## src/rtl/param_register_file.sv

```systemverilog
// General-purpose register file with R0 hardwired to zero, a per-register busy scoreboard, and a sequential clear engine.
// Optional build macro RF_BYPASS_EN turns on same-cycle write-to-read forwarding.
module param_register_file #(
   parameter int DATA_W = 16,
   parameter int ADDR_W = 3,
   parameter int NUM_RD = 2
) (
   input  logic                       clk,
   input  logic                       reset,
   input  logic                       init_req,
   output logic                       ready,
   input  logic [NUM_RD*ADDR_W-1:0]   rd_addr,
   output logic [NUM_RD*DATA_W-1:0]   rd_data,
   output logic [NUM_RD-1:0]          rd_busy,
   input  logic                       wr_en,
   input  logic [ADDR_W-1:0]          wr_addr,
   input  logic [DATA_W-1:0]          wr_data,
   input  logic                       rsv_en,
   input  logic [ADDR_W-1:0]          rsv_addr,
   output logic                       rsv_ok,
   output logic [(2**ADDR_W)-1:0]     busy_vec
);

   localparam int DEPTH = 2 ** ADDR_W;

   typedef enum logic {
      ST_CLEAR = 1'b0,
      ST_READY = 1'b1
   } state_t;

   state_t                   state_r;
   state_t                   state_s;
   logic [ADDR_W-1:0]        clr_ptr_r;
   logic [ADDR_W-1:0]        clr_ptr_s;
   logic                     clr_we_s;
   logic [DEPTH-1:0]         busy_r;
   logic [DEPTH-1:0]         busy_s;
   logic [DATA_W-1:0]        regs_r [DEPTH];
   logic                     wr_fire_s;
   logic                     rsv_fire_s;
   logic                     byp_s;
   logic [NUM_RD*DATA_W-1:0] rd_data_s;
   logic [NUM_RD-1:0]        rd_busy_s;

   assign ready = (state_r == ST_READY);

   // init_req in the same cycle as a write or reservation wins and drops them
   assign wr_fire_s  = wr_en  & ready & ~init_req & (wr_addr  != ADDR_W'(0));
   assign rsv_fire_s = rsv_en & ready & ~init_req & (rsv_addr != ADDR_W'(0));
   assign byp_s      = wr_en  & ready & (wr_addr != ADDR_W'(0));

   // Next-state and clear-pointer logic of the clear engine
   always_comb begin
      state_s   = state_r;
      clr_ptr_s = clr_ptr_r;
      clr_we_s  = 1'b0;
      case (state_r)
         ST_CLEAR: begin
            if (init_req) begin
               clr_ptr_s = ADDR_W'(1);
            end else begin
               clr_we_s  = 1'b1;
               clr_ptr_s = clr_ptr_r + ADDR_W'(1);
               if (clr_ptr_r == ADDR_W'(DEPTH - 1)) begin
                  state_s = ST_READY;
               end else begin
                  state_s = ST_CLEAR;
               end
            end
         end
         ST_READY: begin
            if (init_req) begin
               state_s   = ST_CLEAR;
               clr_ptr_s = ADDR_W'(1);
            end else begin
               state_s   = ST_READY;
            end
         end
         default: begin
            state_s   = ST_CLEAR;
            clr_ptr_s = ADDR_W'(1);
         end
      endcase
   end

   // Scoreboard update: writeback clears first so a same-edge reservation ends busy
   always_comb begin
      busy_s = busy_r;
      if (!ready || init_req) begin
         busy_s = '0;
      end else begin
         if (wr_fire_s) begin
            busy_s[wr_addr] = 1'b0;
         end else begin
            busy_s = busy_r;
         end
         if (rsv_fire_s) begin
            busy_s[rsv_addr] = 1'b1;
         end else begin
            busy_s = busy_s;
         end
      end
      busy_s[0] = 1'b0;
   end

   // Control state, clear pointer and scoreboard registers
   always_ff @(posedge clk or posedge reset) begin
      if (reset) begin
         state_r   <= ST_CLEAR;
         clr_ptr_r <= ADDR_W'(1);
         busy_r    <= '0;
      end else begin
         state_r   <= state_s;
         clr_ptr_r <= clr_ptr_s;
         busy_r    <= busy_s;
      end
   end

   // Register array; R0 is never written and reads of it are forced to zero
   always_ff @(posedge clk) begin
      if (clr_we_s) begin
         regs_r[clr_ptr_r] <= '0;
      end else if (wr_fire_s) begin
         regs_r[wr_addr] <= wr_data;
      end
   end

   // Combinational read ports, blanked while the array is being cleared
   always_comb begin
      rd_data_s = '0;
      rd_busy_s = '0;
      for (int i = 0; i < NUM_RD; i++) begin
         if (!ready || (rd_addr[i*ADDR_W +: ADDR_W] == ADDR_W'(0))) begin
            rd_data_s[i*DATA_W +: DATA_W] = '0;
            rd_busy_s[i]                  = 1'b0;
`ifdef RF_BYPASS_EN
         end else if (byp_s && (wr_addr == rd_addr[i*ADDR_W +: ADDR_W])) begin
            rd_data_s[i*DATA_W +: DATA_W] = wr_data;
            rd_busy_s[i]                  = 1'b0;
`endif
         end else begin
            rd_data_s[i*DATA_W +: DATA_W] = regs_r[rd_addr[i*ADDR_W +: ADDR_W]];
            rd_busy_s[i]                  = busy_r[rd_addr[i*ADDR_W +: ADDR_W]];
         end
      end
   end

   assign rd_data  = rd_data_s;
   assign rd_busy  = rd_busy_s;
   assign rsv_ok   = ready & ~busy_r[rsv_addr];
   assign busy_vec = busy_r;

endmodule

```

## config.mk

```make
export PLATFORM = sky130hd
export DESIGN_NAME = param_register_file
export DESIGN_NICKNAME = d
export VERILOG_FILES = /design/src/rtl/param_register_file.sv
export SDC_FILE = /design/constraint.sdc
export NUM_CORES = 1
export LEC_CHECK = 0
export CORE_MARGIN = 10
export CORE_UTILIZATION = 60
export CTS_CLUSTER_DIAMETER = 40
export DETAILED_ROUTE_END_ITERATION = 7
export PLACE_DENSITY_LB_ADDON = 0.3
export SETUP_SLACK_MARGIN = 0.1
export SLEW_MARGIN = 40
export SYNTH_ARGS = -nofsm -noshare
export SYNTH_HDL_FRONTEND = slang
export SYNTH_SLANG_ARGS = --single-unit
export TNS_END_PERCENT = 20
```

## constraint.sdc

```tcl
create_clock -name clk -period 4.7 [get_ports clk]
set_input_delay 0.47 -clock clk [delete_from_list [all_inputs] [get_ports clk]]
set_output_delay 0.47 -clock clk [all_outputs]
set_load 0.005 [all_outputs]
```

Word-level counts from Yosys, hierarchy flattened. Memory sizes are Yosys's and may differ from the RTL's. Cells that the tools add are included.

ROM bits: 0. Word-level logic and storage cells: 71. Bits in latches: 0. Bits in registers: 11. Input bits: 33. Memory bits (writable): 128. Memories kept: 1.

Memories: regs_r (depth 8, bits a word 16, read ports 2, clocked after Yosys merged registers in 0, write ports 1, RTL line 38) `logic [DATA_W-1:0] regs_r [DEPTH];`.

Mux-type cells: 34. Shift operators: 0. Reduce and logical (&&, ||, !) cells: 11. Magnitude comparators: 6. Multipliers: 0. Bitwise logic cells: 13. $add $sub $neg: 1. Divide/modulo/power cells: 0. Equality and inequality tests: 2.

Operators by type and width (count): 2-to-1 mux 16 bit (3); 2-to-1 mux 8 bit (4); 2-to-1 mux 1 bit (17); less-than comparator 3 x 4 -> 1 bit (second input constant) (4); OR reduction 16 bit (1); binary-select mux 1 bit (select 3 bit) (3); 2-to-1 mux 3 bit (3); bitwise AND 8 bit (1); NOT 8 bit (1); bitwise OR 8 bit (1); bitwise AND 1 bit (7); demux 1 bit (select 3 bit) (2); >= comparator 3 x 1 -> 1 bit (second input constant) (2); logical NOT 3 bit (2); case mux 3 bit (2 select lines) (1); nonzero test 3 bit (2); adder 3 x 1 -> 3 bit (second input constant) (1); == test 3 bit (second input constant) (1); logical OR 1 bit (3); NOT 1 bit (3); logical AND 1 bit (2); inequality test 2 bit (second input constant) (1); case mux 1 bit (2 select lines) (1); logical NOT 1 bit (1).

Depth between registers and ports, before layout.
Word-level depth: 11. Depth in mapped cells: 6.

Worst setup path before layout. No wires, ideal clock.

Path type: input port to flip-flop. From: input port init_req. To: memory regs_r[4][0], enable pin. Path slack: 2.088 ns. Required time: 4.289 ns. Buffers on the path: 1. Data arrival time: 2.201 ns. Stages on the path: 4. Path through: buf_2 -> nor2b_1 -> nand2_1 -> o21ai_0.

Longest elaborated chain between the ends: 8. Elaborated cells on any way between the ends: 13. Classes of those cells: mux (9); bitwise (3); reduce/logical (1).

Ends and longest elaborated chain: from (decl) (RTL line 10) `input logic init_req,`; NOT 1 bit (RTL line 48) `assign wr_fire_s = wr_en & ready & ~init_req & (wr_addr != ADDR_W'(0));`; bitwise AND 1 bit (2 in series) (RTL line 48); 2-to-1 mux 1 bit (RTL line 123) `end else if (wr_fire_s) begin`; 2-to-1 mux 1 bit (RTL line 121) `if (clr_we_s) begin`; 2-to-1 mux 1 bit (not written as such) (RTL line 124) `regs_r[wr_addr] <= wr_data;`; OR reduction 16 bit (no source line); 2-to-1 mux 3 bit (no source line) or 2-to-1 mux 1 bit (tied branches); to (decl) (RTL line 38).

Parallel ways exist; a longest one is shown, timed or not.

Final worst setup path.
From: input port rd_addr[5]. To: output port rd_data[18].

Longest elaborated chain between the ends: 3. Elaborated cells on any way between the ends: 4. Classes of those cells: mux (1); reduce/logical (2); memory (1).

Ends and longest elaborated chain: from (decl) (RTL line 12) `input logic [NUM_RD*ADDR_W-1:0] rd_addr,`; parallel branches: the longest is 2 deep, another holds memory (8 x 16 bit); 2-to-1 mux 16 bit (*) (RTL line 133) `if (!ready || (rd_addr[i*ADDR_W +: ADDR_W] == ADDR_W'(0))) begin`; to (decl) (RTL line 13) `output logic [NUM_RD*DATA_W-1:0] rd_data,`.

Mark *: on every way between the ends.

==> summary.md <==
| Metric | Value |
|---|---|
| Die X | 122 um |
| Synthesis Warnings | 0 |
| Port Buf Inserts | 75 |
| Tot GR Track Use | 22.8% |
| Register area share after synthesis | ~58% |
| Root buffer cell | clkbuf_8 |
| Asr flop ratio synth | slightly below 9% |
| Unique cell type count in the Yosys netlist | 48 |
| FMAX | 298 MHz |
| Drt total wl | 16900 um |
| Setup TNS | 0 ns |
| Pwr per Cell Area | 374 mW/mm2 |
| Syn_nets | 452 |
| GR Overflow Total | 0 |
| Vias per cell | 6.87 |
| Starting Density | 61.2% |
| Row cnt | 37 |
| First-pass GRT wire length | 25500 um |
| Top cell type's share of synthesized area | 53.4% |
| Final Hold Fails | 0 |
| Hold Buf Count CTS | 0 |
| P_leak | 2.95 nW |
| Vias in the first global route | about 4.5k |
| Die Span Y | 122 um |
| Clock skew | 0.00479 ns |
| Max FO, Critical Path | 19 |
| WL per Instance | 26.5 um |
| Area Overhead vs Synth | 22.6% |
| Longest Clk Path Bufs | 2 |
| Post-layout min period | 3.35 ns |
| Worst Path Required | about 4.2 ns |
| Clock Pin Slew Worst Setup and Hold Paths | about 0.060 ns |
| Largest net degree at the start of global routing | 36 |
| Most frequent cell after synthesis | edfxtp_1 |
| PostCTS Resize Cnt | 0 |
| Avg Cell Area, Syn | about 15 um2 |
| End of the worst register-to-register path | regs_r[6][13] |
| Post-DRT Antenna Nets | 0 |
| Ys flop type | edfxtp_1 |
| Layout Nets | between 500 and 600 |
| Final Util | ~75% |
| CTS sink count | roughly 120 |
| Run status | completed |
| CTS tree | built |
| Global placement routability congestion | about 0.86 |
| Final setup viols | 0 |
| Core area | 0.0103 mm2 |
| Max_slew headroom | 46.0% |
| Initial antenna violation count | 0 |
| RSZ-0062 raised after global routing | no |
| Ratio of final minimum period to clock period | 71.3% |
| Worst reg2reg setup slack | roughly 2.4 ns |
| Initial DRC Count | roughly 560 |
| Worst slew pin tran | approximately 0.81 ns |
| Post-synth EDFFs | 112 |
| Ant diodes | 0 |
| Data arrival time at the worst-slack endpoint | roughly 2.9 ns |
| Worst hold path class | input port to asynchronous set/reset pin |
| CP Capture Type | output port |
| Max IR drop VDD | 283 uV |
| Syn Inst Count | 417 |
| Number of max-cap violations | 0 |
| Slew Limit Fails | 0 |
| TritonRoute pass-1 iters | 6 |
| Syn Std Cell Area | 0.00629 mm2 |
| H-tree levels | 4 |
| Synth area leaders | edfxtp_1 (53%), mux4_2 (11%), dfrtp_1 (4.0%) |
| HPWL after DPL | 9900 um |
| Vias | ~4.4k |
| Number of synthesized register bits | roughly 120 |
| Drc violations | 0 |
| Crit Path Class | input port to output port |
| Worst r2r src | ready |
| Die area | roughly 0.015 mm2 |
| Post-synth top cells | edfxtp_1 (112), mux4_2 (32), nor2_1 (27), mux2_1 (19), a221oi_1 (18) |
| Ratio of cells with drive above 1 in the final layout | 19.7% |
| Postcts setup bufs | 0 |
| Area leader, netlist | edfxtp_1 |
| Clock buffer count from CTS | 17 |
| # IOs | 77 |
| Cell count of the worst reg-to-reg path | 3 |
| Critical path launch point type | input port |
| Clk_lat worst skew | between 0.5 and 0.6 ns |
-- metal layers --
layer / wire length (um) / GRT usage, % / up-vias
met5: 0 / 0 / -
met4: 417 / 9.94 / 0
met3: 1300 / 4.64 / 41
met2: 8690 / 38.9 / 282
met1: 6540 / 27.5 / 2224
li1: - / - / 1840
-- cells in the final DEF, fill, tap and decap left out, types with 4 or more instances in the layout --
master,Yosys,final
a221oi_1,18,18
nor2_1,27,27
a221o_1,14,14
buf_4,2,15
edfxtp_1,112,112
o21ai_0,12,11
clkbuf_16,0,16
mux4_2,32,32
o211a_1,15,15
bufinv_16,0,5
nor2b_1,7,7
o21ai_1,15,16
clkdlybuf4s50_1,0,73
mux2_2,13,13
a21oi_1,8,8
clkinv_2,0,4
nand2_1,15,15
mux2_1,19,19
dfrtp_1,10,9
nand2b_1,5,5
and2_1,16,16
-- report_power, final --
group          switching (mW)  total (mW)  internal (mW)
Sequential             0.0276        1.26           1.23
Clock                   0.452        1.36          0.906
Combinational           0.151       0.272          0.121
Total                   0.631        2.89           2.26
-- through the flow --
stage | hold WS, ns | power, mW | instance area (um2) | cells | worst slack (ns)
detailed placement | 0.589 | 1.54 | 7100 | 607 | 1.41
finish | 0.258 | 2.89 | 7720 | 639 | 1.35
global placement | 0.574 | 1.53 | 7090 | 607 | 1.46
floorplan | 0.322 | 1.44 | 6290 | 417 | 2.09
global route | 0.299 | 2.97 | 7720 | 639 | 1.29
CTS | 0.253 | 2.90 | 7720 | 639 | 1.40
-- state kept, by name (all words and copies together) (netlist names) --
name       count
busy_vec       7
regs_r       112
ready          1
clr_ptr_r      3
-- worst max path at each step --
stage | start | to | slack [ns] | cells past startpoint
after CTS | rd_addr[5] | rd_data[27] | 1.40 | 5
after detailed placement | rd_addr[5] | rd_data[18] | 1.41 | 5
after global routing | rd_addr[5] | rd_data[31] | 1.29 | 6
final | rd_addr[5] | rd_data[18] | 1.35 | 5
after global placement | rd_addr[5] | rd_data[23] | 1.46 | 5
after floorplan | init_req | regs_r[4][0] | 2.09 | 4
-- cell type report --
class | count | area [um2]
Sequential cell | 123 | 3640
Fill cell | 653 | 2560
Multi-Input combinational cell | 254 | 2420
Timing Repair Buffer | 90 | 853
Inverter | 4 | 15.0
Clock inverter | 14 | 201
Tap cell | 136 | 170
Clock buffer | 18 | 418
-- worst max-delay path: stages --
cell	delay, ns
clkdlybuf4s50_1	0.45
buf_4	0.30
clkinv_1	0.71
o211a_1	0.46
clkdlybuf4s50_1	0.48
-- kinds of logic after synthesis --
logic type      count (synthesis)  share of synthesized area, %
flops                         123                          57.8
buf+inv                        40                          3.82
other cells                     1                        0.0596
simple gates                   86                          7.16
mux                            72                          19.5
compound gates                 93                          11.3
fa+ha+maj                       2                         0.398
No activity file was read; power rests on OpenSTA's default activity.
